==> src/rtl/carry_chain_pipe.sv <==
// Pipelined wide carry chain: NSEG 8-bit carry-mux segments, register boundary every
// SEG_PER_STAGE segments, input skew/output deskew. Define CARRY_PIPE_OVF_EN to add OVF.

module carry_seg #(
   parameter int SW = 8
) (
   input  logic          ci,
   input  logic [SW-1:0] di,
   input  logic [SW-1:0] s,
   output logic [SW-1:0] co,
   output logic [SW-1:0] o
);
   always_comb begin
      logic c;
      c  = ci;
      co = '0;
      o  = '0;
      for (int i = 0; i < SW; i++) begin
         o[i]  = s[i] ^ c;
         c     = s[i] ? c : di[i];
         co[i] = c;
      end
   end
endmodule

module carry_chain_pipe #(
   parameter int NSEG          = 4,
   parameter int SEG_PER_STAGE = 1
) (
   input  logic              CLK,
   input  logic              RST,
   input  logic              CE,
   input  logic              IN_VLD,
   input  logic              CI,
   input  logic [8*NSEG-1:0] DI,
   input  logic [8*NSEG-1:0] S,
   output logic              OUT_VLD,
   output logic [8*NSEG-1:0] CO,
   output logic [8*NSEG-1:0] O,
   output logic              CO_OUT
`ifdef CARRY_PIPE_OVF_EN
   ,
   output logic              OVF
`endif
);
   localparam int SW   = 8 * SEG_PER_STAGE;
   localparam int NSTG = NSEG / SEG_PER_STAGE;

   logic [NSTG:1]              vld_pipe;
   logic [NSTG-1:0][SW-1:0]    co_q, o_q;

   always_ff @(posedge CLK) begin
      if (RST) vld_pipe <= '0;
      else if (CE) begin
         vld_pipe[1] <= IN_VLD;
         for (int k = 2; k <= NSTG; k++) vld_pipe[k] <= vld_pipe[k-1];
      end
   end

   for (genvar k = 0; k < NSTG; k++) begin : g_stg
      localparam int D = NSTG - k;
      logic [SW-1:0]        di_e, s_e, co_c, o_c;
      logic                 ci_e;
      logic [D-1:0][SW-1:0] co_p, o_p;

      if (k == 0) begin : g_in
         assign di_e = DI[0 +: SW];
         assign s_e  = S[0 +: SW];
         assign ci_e = CI;
      end else begin : g_skew
         // k skew levels line this slice up with the registered carry of stage k-1
         logic [k-1:0][SW-1:0] di_p, s_p;
         always_ff @(posedge CLK) begin
            if (RST) begin
               di_p <= '0;
               s_p  <= '0;
            end else if (CE) begin
               di_p[0] <= DI[k*SW +: SW];
               s_p[0]  <= S[k*SW +: SW];
               for (int j = 1; j < k; j++) begin
                  di_p[j] <= di_p[j-1];
                  s_p[j]  <= s_p[j-1];
               end
            end
         end
         assign di_e = di_p[k-1];
         assign s_e  = s_p[k-1];
         assign ci_e = g_stg[k-1].co_p[0][SW-1];
      end

      carry_seg #(.SW(SW)) u_seg (
         .ci (ci_e),
         .di (di_e),
         .s  (s_e),
         .co (co_c),
         .o  (o_c)
      );

      // co_p[0] is the stage result register; the rest is deskew
      always_ff @(posedge CLK) begin
         if (RST) begin
            co_p <= '0;
            o_p  <= '0;
         end else if (CE) begin
            co_p[0] <= co_c;
            o_p[0]  <= o_c;
            for (int j = 1; j < D; j++) begin
               co_p[j] <= co_p[j-1];
               o_p[j]  <= o_p[j-1];
            end
         end
      end

      assign co_q[k] = co_p[D-1];
      assign o_q[k]  = o_p[D-1];
   end

   assign OUT_VLD = vld_pipe[NSTG];
   assign CO      = co_q;
   assign O       = o_q;
   assign CO_OUT  = co_q[NSTG-1][SW-1];

`ifdef CARRY_PIPE_OVF_EN
   logic ovf_r;
   always_ff @(posedge CLK) begin
      if (RST) ovf_r <= 1'b0;
      else if (CE) ovf_r <= g_stg[NSTG-1].co_c[SW-1] ^ g_stg[NSTG-1].co_c[SW-2];
   end
   assign OVF = ovf_r;
`endif
endmodule
==> config.mk <==
export PLATFORM = sky130hd
export DESIGN_NAME = carry_chain_pipe
export DESIGN_NICKNAME = d
export VERILOG_FILES = /design/src/rtl/carry_chain_pipe.sv
export SDC_FILE = /design/constraint.sdc
export NUM_CORES = 1
export LEC_CHECK = 0
export ABC_CLOCK_PERIOD_IN_PS = 2000
export BUFFER_PORTS_ARGS = -buffer_cell sky130_fd_sc_hd__clkbuf_2
export CORE_MARGIN = 2
export CORE_UTILIZATION = 45
export DETAILED_ROUTE_END_ITERATION = 6
export GPL_TIMING_DRIVEN = 1
export PLACE_DENSITY = 0.63
export SYNTH_ARGS = -nofsm -noshare
export SYNTH_HDL_FRONTEND = slang
export SYNTH_SLANG_ARGS = --single-unit
==> constraint.sdc <==
create_clock -name CLK -period 2 [get_ports CLK]
set_input_delay 0.2 -clock CLK [delete_from_list [all_inputs] [get_ports CLK]]
set_output_delay 0.2 -clock CLK [all_outputs]
set_load 0.01 [all_outputs]
# == Word-level counts from Yosys, hierarchy flattened ==
# Index checks and enable logic that the tools add are counted.
# classes
mux,32
bitwise_logic,32
# ops
cell,count
$mux 1,32
$xor 1x1->1,32
# totals
in_bits,69
register_bits,260
word_cells,97

# == Longest topological paths before layout ==
# Gate-level depths: netlist of the first run.
# logic_depth
ltp_word,8
depth_mapped,6

# == By module ==
# From an unflattened synthesis of the first run, not the netlist that was laid out.
# hier_totals
hier_cells,991
area_unflattened_um2,10420.0
# modules_own_cells
mod,seq_area_each_um2,area_per_inst_um2,instances,cells_each
carry_chain_pipe,5205.0,9609.2,1,887
carry_seg,0.0,202.7,4,26

# == Worst setup path after synthesis of the first run ==
# No wires, ideal clock.
# synth_timing
path_type,flip-flop to flip-flop
start,reg g_stg[2].g_skew.s_p (netlist bit g_stg[2].s_e[0])
end,reg g_stg[2].o_p[7] (netlist name)
synth_period_minus_slack_ns,1.625
stages_incl_launch_ff,6
n_path_buf,0
t_arrival_ns,1.503
setup_slack_ns,0.375
cell_sequence,dfxtp_1 -> mux2i_4 -> nand4_2 -> a31oi_2 -> nor4_1 -> a311o_1
# synth_via
elab_chain_len,8
# synth_lines
element,line,text
"start, declared",72,"logic [k-1:0][SW-1:0] di_p, s_p;"
"start signal, assigned by index",82,s_p[j] <= s_p[j-1];
$mux 1 (7 in a row),20,c = s[i] ? c : di[i];
$xor 1x1->1,19,o[i] = s[i] ^ c;
"end signal, assigned by index",109,o_p[j] <= o_p[j-1];
"end, declared",64,"logic [D-1:0][SW-1:0] co_p, o_p;"
# No other way between the ends.
# A chain may end at the register's enable or synchronous reset.

==> flow_metrics.tcl, run 1 <==
set metrics [dict create \
    status "finished, final reports clean" \
    fin_util_pct 55.19 \
    grt.overflow.total 0 \
    htreeDepth 1 \
    synth_xor_area_share_pct 2.031 \
    pin_count 135 \
    finalMaxSlewViolations 0 \
    clkSlewWorstSetupHoldPaths_ns 0.06 \
    cts_tree "built" \
    areaGrowthSynthToFinish_pct 20.72 \
    finalSetupTns_ns 0 \
    ir_worst_vdd_uv 672.8 \
    max_cap_viol_count 0 \
    p_switching_mw 2.646 \
    die_h_um 155.7 \
    core-area_um2 22640 \
    critPathRequiredTime_ns 2.41 \
    grt_pass1_vias 6978 \
    p_seq_share_pct 46.4 \
    die_area_um2 24230 \
    syn_area_per_cell_um2 10.07 \
    ctsResizeCount 0 \
    clkPwrFrac_pct 45.4 \
    drtPass1Iterations 4 \
    finalPower_mw 11.93 \
    synth.distinct_cells 45 \
    power_density_nw_per_um2 954.6 \
    antenna_found_initial 0 \
    n_antenna_cell 0 \
    synth-simple-area-share_pct 12.69 \
    drive_gt1_share_pct 18.07 \
    final_common_cell "dfxtp_1" \
    hold_path.class "in2reg" \
    grt_max_degree 101 \
    ys.flop_type "dfxtp_1" \
    min_period_ns 1.820 \
    clockBufferDepth 3 \
    synthAdderAreaFrac_pct 0 \
    setup_viol 0 \
    synthArstFlopShare_pct 0 \
    drtIter0Drc 253 \
    track_usage_pct 17.28 \
    via_count 7283 \
    synth_compound_area_share_pct 7.168 \
    rsz0062_at_grt "no" \
    synth-seq-area-share_pct 50.28 \
    hold_violations 0 \
    layout_common_cells "dfxtp_1 (260), nor2_1 (258), mux2i_1 (214)" \
    numCtsBuffers 28 \
    placement.io_buffers 134 \
    yosysWarnings 0 \
    crit_path_start_kind "input port" \
    row_count 55 \
    synth_edf_count 0 \
    wl_per_cell_um 14.53 \
    p_comb_share_pct 8.2 \
    layout.nets 1221 \
    viasPerCell 4.995 \
    p_leak_nw 5.559 \
    synth_mux_area_share_pct 21.48 \
    post_cts_buffers 0 \
    gp_congestion 0.7909 \
    hpwlAfterDp_um 13660 \
    die_x_um 155.7 \
    cts-root-buf "clkbuf_16" \
    cp.arrival_ns 2.23 \
    ys_seq_elements 260 \
    syn-num-nets 1097 \
    fmaxAchievable_mhz 549.4 \
    max-slew-margin-rel_pct 65.08 \
    finClkSkew_ns 0.01159 \
    synth_top_family_by_area "multiplexers" \
    cts_sinks 260 \
    min_period_over_period_pct 91.00 \
    cp_max_fo 65 \
    postRouteAntennaNets 0 \
    drc_errors 0 \
    worstSkewPairLatency_ns 0.53 \
    endpoint_kind "flip-flop" \
    p_int_mw 9.282 \
    grt_pass1_wl_um 34790 \
    swShare_pct 22.18 \
    worstMarginPinSlew_ns 0.5219 \
    wl_um 21190 \
    criticalPathCategory "in2reg" \
    synthCells 1028 \
    start_util_pct 45.72 \
    netlist_area_um2 10350 \
]
==> sequential cells by signal, summed over array words and instances (netlist names) <==
name	count
CO	24
O	24
g_stg.co_p	56
g_stg.di_e	24
g_stg.g_skew.di_p	24
g_stg.g_skew.s_p	32
g_stg.o_p	56
g_stg.s_e	16
vld_pipe	4
==> synth_stat cells (all sizes together) (8+ instances only) <==
master	count	area, um^2
a211oi	32	240.2
a21oi	12	82.59
a31oi	15	121.4
buf	80	514.3
clkbuf	32	120.1
dfxtp	260	5205
mux2i	218	2223
nand2	8	30.03
nor2	258	968.4
nor2b	8	50.05
o21ai	12	60.06
xnor2	22	192.7
==> routing by layer <==
layer  vias up  share of wire (%)  global-route usage, %
li1       3734                  -                      -
met1      3391                 48                  23.04
met5         -                  0                      0
met2       127                 46                  28.91
met4         0                1.7                  4.369
met3        31                4.8                  3.306
==> path summary, 6_finish.rpt <==
path / start / endpoint / slack (ns) / cells after the start
max reg2reg: g_stg[2].s_e[0]$_SDFFE_PP0P_ / g_stg[2].o_p[7]$_SDFFE_PP0P_ / 0.23 / 5
max: CE / g_stg[1].di_e[0]$_SDFFE_PP0P_ / 0.18 / 6
min: S[6] / g_stg[0].o_p[6]$_SDFFE_PP0P_ / 0.05 / 3
min reg2reg: g_stg[1].o_p[4]$_SDFFE_PP0P_ / g_stg[1].o_p[4]$_SDFFE_PP0P_ / 0.48 / 2
==> cell families after synthesis <==
logic type,Yosys count
AOI/OAI and AO/OA,97
DFF,260
xor gates and xnor gates,24
muxes,218
buffers and inverters,118
and+or+nand+nor,311
==> worst max-delay path, stage by stage <==
cell	delay, ns
dlygate4sd3_1	0.58
buf_8	0.21
buf_12	0.35
mux2i_1	0.23
nor2_1	0.05
dlygate4sd3_1	0.55
==> final cells by class <==
type,instances,area [um^2]
Clock buffer,42,844.6
Clock inverter,9,147.6
Fill cell,2036,10140
Inverter,6,22.52
Multi-Input combinational cell,650,4489
Sequential cell,260,5205
Tap cell,285,356.6
Timing Repair Buffer,206,1430
==> through the flow <==
stage / setup slack (ns) / hold slack, ns / instance area, um^2 / std cells
2_1_floorplan: 0.3749 / 0.3469 / 10350 / 1028
4_1_cts: 0.2163 / 0.01672 / 12500 / 1458
5_1_grt: 0.1236 / 0.05497 / 12500 / 1458
3_5_place_dp: 0.2228 / 0.4429 / 10950 / 1352
6_report: 0.1799 / 0.04892 / 12500 / 1458
3_3_place_gp: 0.2852 / 0.4342 / 10950 / 1352
==> power groups by stage <==
stage               logic [mW]  clock network, mW  registers (mW)
CTS                      0.985               5.58            5.54
global placement         0.887                  0            5.65
finish                   0.979               5.41            5.53
global route              1.08               5.78            5.56
detailed placement       0.895                  0            5.65
floorplan                0.671                  0            5.61
==> repair_timing <==
item / CTS / global route
endpoints found under the setup margin: 0 / 0
endpoints found under the hold margin: 57 / 0
hold buffers: 55 / 0
Power figures use the tool's default switching activity.
==> run 2: changes to the inputs <==
CORE_UTILIZATION = 57   (was 45)
PLACE_DENSITY = not set   (was 0.63)
PLACE_DENSITY_LB_ADDON = 0.05   (was not set)
==> run 2 against run 1 <==
Against the previous run:
- combinational power barely moved
- clock power fell by 5.7%
- setup slack better by 0.035 ns
- sequential cell count is the same
- non-clock buffer count fell by 1
- sequential share of layout area rose by 0.50 points
- sequential power about the same
- critical path type is now reg2reg
- critical endpoint is now g_stg[2].o_p[7]$_SDFFE_PP0P_
- largest power group unchanged
- highest routed layer unchanged
==> flow_metrics.tcl, run 2 (synthesis gave the netlist of run 1 again) <==
set metrics [dict create \
    drive_gt1_share_pct 18.39 \
    clkSlewWorstSetupHoldPaths_ns 0.06 \
    max_cap_viol_count 0 \
    critical_path_buf_inv_count 0 \
    layout.nets 1218 \
    wl_um 20220 \
    grt_pass1_vias 6807 \
    via_count 7251 \
    hpwlAfterDp_um 13060 \
    cts_tree "built" \
    numCtsBuffers 26 \
    start_util_pct 57.82 \
    reg.largest.list "g_stg.co_p (56), g_stg.o_p (56), g_stg.g_skew.s_p (32)" \
    die_area_um2 19250 \
    postRouteAntennaNets 0 \
    whs_ns 0.009046 \
    areaGrowthSynthToFinish_pct 19.28 \
    layout_common_cells "dfxtp_1 (260), nor2_1 (258), mux2i_1 (214)" \
    cp_max_fo 4 \
    n_antenna_cell 0 \
    fin_util_pct 68.97 \
    grt.overflow.total 0 \
    status "finished, final reports clean" \
    layout.cells.non_filler 1398 \
    cts-root-buf "clkbuf_16" \
    finalMaxSlewViolations 0 \
    viasPerCell 5.187 \
    crit_slowest_cell "dfxtp_1" \
    setup_viol 0 \
    min_period_ns 1.785 \
    row_count 49 \
    finClkSkew_ns 0.008451 \
    fmaxAchievable_mhz 560.1 \
    finalSetupTns_ns 0 \
    worst_slack_ns 0.2147 \
    placement.io_buffers 134 \
    placed_cells 1301 \
    grt_pass1_wl_um 33990 \
    worstSkewPairLatency_ns 0.52 \
    dp_slack_ns 0.1988 \
    htreeDepth 1 \
    wl_per_cell_um 14.46 \
    min_period_over_period_pct 89.27 \
    gp_congestion 0.7890 \
    crit_path_start_kind "flip-flop" \
    criticalPathCategory "reg2reg" \
    power_density_nw_per_um2 940.3 \
    die_h_um 138.8 \
    hold_path.class "in2reg" \
    path_delay_family "compound AO/OA/AOI/OAI gates" \
    antenna_found_initial 0 \
    clockBufferDepth 3 \
    pin_count 135 \
    core-area_um2 17900 \
    final_common_cell "dfxtp_1" \
    drtIter0Drc 287 \
    critPathRequiredTime_ns 2.40 \
    worstMarginPinSlew_ns 0.5395 \
    critical_path.max_stage_delay_ns 0.42 \
    endpoint_kind "flip-flop" \
    drc_errors 0 \
    cp.arrival_ns 2.19 \
    rsz0062_at_grt "no" \
    p_leak_nw 5.529 \
    grt_max_degree 78 \
    crit_chain "mux2i_4, nand4_2, a31oi_2, nor4_1, a311o_1" \
    hold_violations 0 \
    die_x_um 138.8 \
    drtPass1Iterations 4 \
    track_usage_pct 20.73 \
    cts_sinks 260 \
    ir_worst_vdd_uv 781.7 \
    max-slew-margin-rel_pct 63.90 \
]
[run 2: cell types whose count changed in the layout (fill, tap and decap cells not counted), sizes merged]
cell         previous run  this run
dlygate4sd3            55        49
buf                    18        23
clkbuf                175       173
bufinv                  4         3
clkinv                  5         6
clkinvlp                1         0
[run 2: final timing paths]
| check | cells past startpoint | from | slack [ns] | to |
|---|---|---|---|---|
| worst max-delay path | 5 | g_stg[2].s_e[0]$_SDFFE_PP0P_ | 0.21 | g_stg[2].o_p[7]$_SDFFE_PP0P_ |
| worst min-delay path | 2 | CE | 0.009 | g_stg[0].co_p[6]$_SDFFE_PP0P_ |
| worst max register to register | 5 | g_stg[2].s_e[0]$_SDFFE_PP0P_ | 0.21 | g_stg[2].o_p[7]$_SDFFE_PP0P_ |
| worst min register to register | 2 | g_stg[2].co_p[2]$_SDFFE_PP0P_ | 0.49 | g_stg[2].co_p[2]$_SDFFE_PP0P_ |
[run 2: repair_timing]
action,4_1_cts,5_1_grt
hold buffers,49,0
resized for setup,0,0
setup buffers,0,0
setup endpoints to repair,0,0
endpoints found under the hold margin,49,0
[run 2: cell type report]
| cell class | count | area (um^2) |
|---|---|---|
| Tap cell | 229 | 286.5 |
| Clock buffer | 40 | 804.5 |
| Inverter | 6 | 22.52 |
| Clock inverter | 8 | 118.9 |
| Fill cell | 1427 | 5555 |
| Timing Repair Buffer | 205 | 1420 |
| Multi-Input combinational cell | 650 | 4489 |
| Sequential cell | 260 | 5205 |
[run 2: where the power goes]
part	switching [mW]	total, mW	internal, mW
Combinational	0.500	0.978	0.478
Sequential	0.143	5.53	5.39
Clock	1.95	5.10	3.15
Total	2.59	11.6	9.02
[run 2: through the flow]
stage / total power [mW] / instance area [um^2]
3_5_place_dp: 6.547 / 10930
6_report: 11.61 / 12350
4_1_cts: 11.73 / 12350
3_3_place_gp: 6.533 / 10930
5_1_grt: 12.08 / 12350
2_1_floorplan: 6.276 / 10350
[run 2: metal layers]
| metal | vias up | share of wire [%] | GRT usage [%] |
|---|---|---|---|
| met2 | 117 | 46 | 33.65 |
| met1 | 3372 | 48 | 29.23 |
| met5 | - | 0 | 0 |
| met4 | 0 | 1.3 | 4.147 |
| li1 | 3738 | - | - |
| met3 | 24 | 4.8 | 3.833 |
==> run 3: changes to the inputs <==
CTS_CLUSTER_DIAMETER = 80   (was not set)
RECOVER_POWER = 100   (was not set)
==> run 3 against run 2 <==
Against the previous run:
- global-route usage unchanged
- total power down 0.26%
- clock power about the same
- register-to-register slack about the same
- utilization down 1.5 points
- first-iteration DRC count up 2.8%
- sequential share of layout area up 0.92 points
- worst hold slack better by 0.012 ns
- critical path type unchanged
- fmax down 0.70%
- cell count unchanged
- the flow now finishes with violations (capacitance limit, slew limit)
- setup slack worse by 0.013 ns
- non-clock buffer count unchanged
==> flow_metrics.tcl, run 3 (synthesis gave the netlist of run 1 again) <==
set metrics [dict create \
    min_period_over_period_pct 89.90 \
    r2r-start "g_stg[2].s_e[0]$_SDFFE_PP0P_" \
    critPathLaunch "g_stg[2].s_e[0]$_SDFFE_PP0P_" \
    critical_path.max_stage_delay_ns 0.42 \
    worstSkewPairLatency_ns 0.52 \
    hold_violations 0 \
    finalMaxSlewViolations 52 \
    antenna_found_initial 0 \
    layout.nets 1218 \
    final_common_cell "dfxtp_1" \
    wl_per_cell_um 14.57 \
    violations "capacitance limit, slew limit" \
    worstMarginPinSlew_ns 1.564 \
    grt.overflow.total 0 \
    die_x_um 138.8 \
    holdBufCountCts 49 \
    die_h_um 138.8 \
    reg2reg_slack_ns 0.20 \
    endpoint_kind "flip-flop" \
    core-area_um2 17900 \
    start_util_pct 57.82 \
    cp.arrival_ns 2.20 \
    criticalPathCategory "reg2reg" \
    cts-root-buf "clkbuf_16" \
    max-slew-margin-rel_pct -4.267 \
    rsz0062_at_grt "no" \
    min_period_ns 1.798 \
    status "finished with violations" \
    placement.io_buffers 134 \
    n_antenna_cell 0 \
    hold_path.class "in2reg" \
    crit_path_start_kind "flip-flop" \
    critPathRequiredTime_ns 2.41 \
    path_delay_family "compound AO/OA/AOI/OAI gates" \
    clkSlewWorstSetupHoldPaths_ns 0.06 \
    max_cap_viol_count 1 \
    ctsResizeCount 0 \
    wl_um 20370 \
    viasPerCell 5.187 \
    fmaxAchievable_mhz 556.2 \
    cp.depth 5 \
    htreeDepth 1 \
    finClkSkew_ns 0.008090 \
    drc_errors 0 \
    crit_slowest_cell "dfxtp_1" \
    cts_sinks 260 \
    postRouteAntennaNets 0 \
    r2r-end "g_stg[2].o_p[7]$_SDFFE_PP0P_" \
    rr_worst_depth 5 \
    cts_tree "built" \
    hpwlAfterDp_um 13060 \
    drtIter0Drc 295 \
    drtPass1Iterations 4 \
    placed_cells 1301 \
    pin_count 135 \
    grt_pass1_wl_um 33990 \
    gp_congestion 0.7890 \
    die_area_um2 19250 \
    cp_max_fo 4 \
    clockBufferDepth 3 \
    layout_common_cells "dfxtp_1 (260), nor2_1 (258), mux2i_1 (217)" \
    via_count 7252 \
    power_density_nw_per_um2 958.3 \
    post_cts_buffers 0 \
    drive_gt1_share_pct 11.72 \
    crit_chain "mux2i_4, nand4_1, a31oi_2, nor4_1, a311o_1" \
    reg.largest.list "g_stg.co_p (56), g_stg.o_p (56), g_stg.g_skew.s_p (32)" \
    ir_worst_vdd_uv 781.3 \
    grt_pass1_vias 6807 \
    track_usage_pct 20.73 \
    crit_path_end "g_stg[2].o_p[7]$_SDFFE_PP0P_" \
    finalSetupTns_ns 0 \
    layout.cells.non_filler 1398 \
    areaGrowthSynthToFinish_pct 16.74 \
    fillers 1500 \
    row_count 49 \
    numCtsBuffers 26 \
    p_leak_nw 5.249 \
    grt_max_degree 78 \
    critical_path_buf_inv_count 0 \
    setup_viol 0 \
]
run 3: cell count changes in the layout (fill, tap and decap cells not counted), sizes merged:
cell	change
clkbuf	+12
buf	-12
run 3: report_power, final:
part | switching [mW] | internal, mW
combinational | 0.494 | 0.455
sequential | 0.139 | 5.39
clock | 1.95 | 3.15
run 3: final cells by class:
type / instances / area, um^2 / area share (%)
Timing Repair Buffer: 205 / 1235 / 10.22
Clock buffer: 40 / 804.5 / 6.658
Clock inverter: 8 / 118.9 / 0.9836
Inverter: 6 / 22.52 / 0.1864
Multi-Input combinational cell: 650 / 4412 / 36.51
Sequential cell: 260 / 5205 / 43.07
Tap cell: 229 / 286.5 / 2.371
run 3: worst min-delay path, stage by stage:
cell and delay, ns:
clkbuf_2 0.10, xnor2_1 0.11, a211oi_1 0.07
run 3: worst min-delay path by stage:
stage          cells after the start                                   end  startpoint
6_report                           3          g_stg[0].o_p[0]$_SDFFE_PP0P_          CI
5_1_grt                            3         g_stg[0].co_p[7]$_SDFFE_PP0P_        S[7]
4_1_cts                            2         g_stg[0].co_p[6]$_SDFFE_PP0P_          CE
3_5_place_dp                       3  g_stg[3].g_skew.di_p[3]$_SDFFE_PP0P_      DI[27]
3_3_place_gp                       3   g_stg[2].g_skew.s_p[1]$_SDFFE_PP0P_       S[17]
2_1_floorplan                      2         g_stg[1].di_e[7]$_SDFFE_PP0P_      DI[15]
run 3: stage by stage:
step           power (mW)  hold slack, ns  cell area, um^2  setup WS [ns]  utilization, %
2_1_floorplan       6.276          0.3469            10350         0.3749               -
3_3_place_gp        6.533          0.4310            10930         0.2567           61.07
3_5_place_dp        6.547          0.4412            10930         0.1988           61.07
4_1_cts             11.73        0.004965            12350         0.1954           68.97
5_1_grt             12.05         0.02816            12080        0.04717           67.50
6_report            11.58         0.02149            12080         0.2021           67.50
run 3: layer usage:
metal  vias to the layer above  track usage [%]  wire (um)
li1                       3729                -          -
met5                         -                0          0
met1                      3386            29.23       9969
met4                         0            4.147        254
met3                        22            3.833        939
met2                       115            33.65       9207
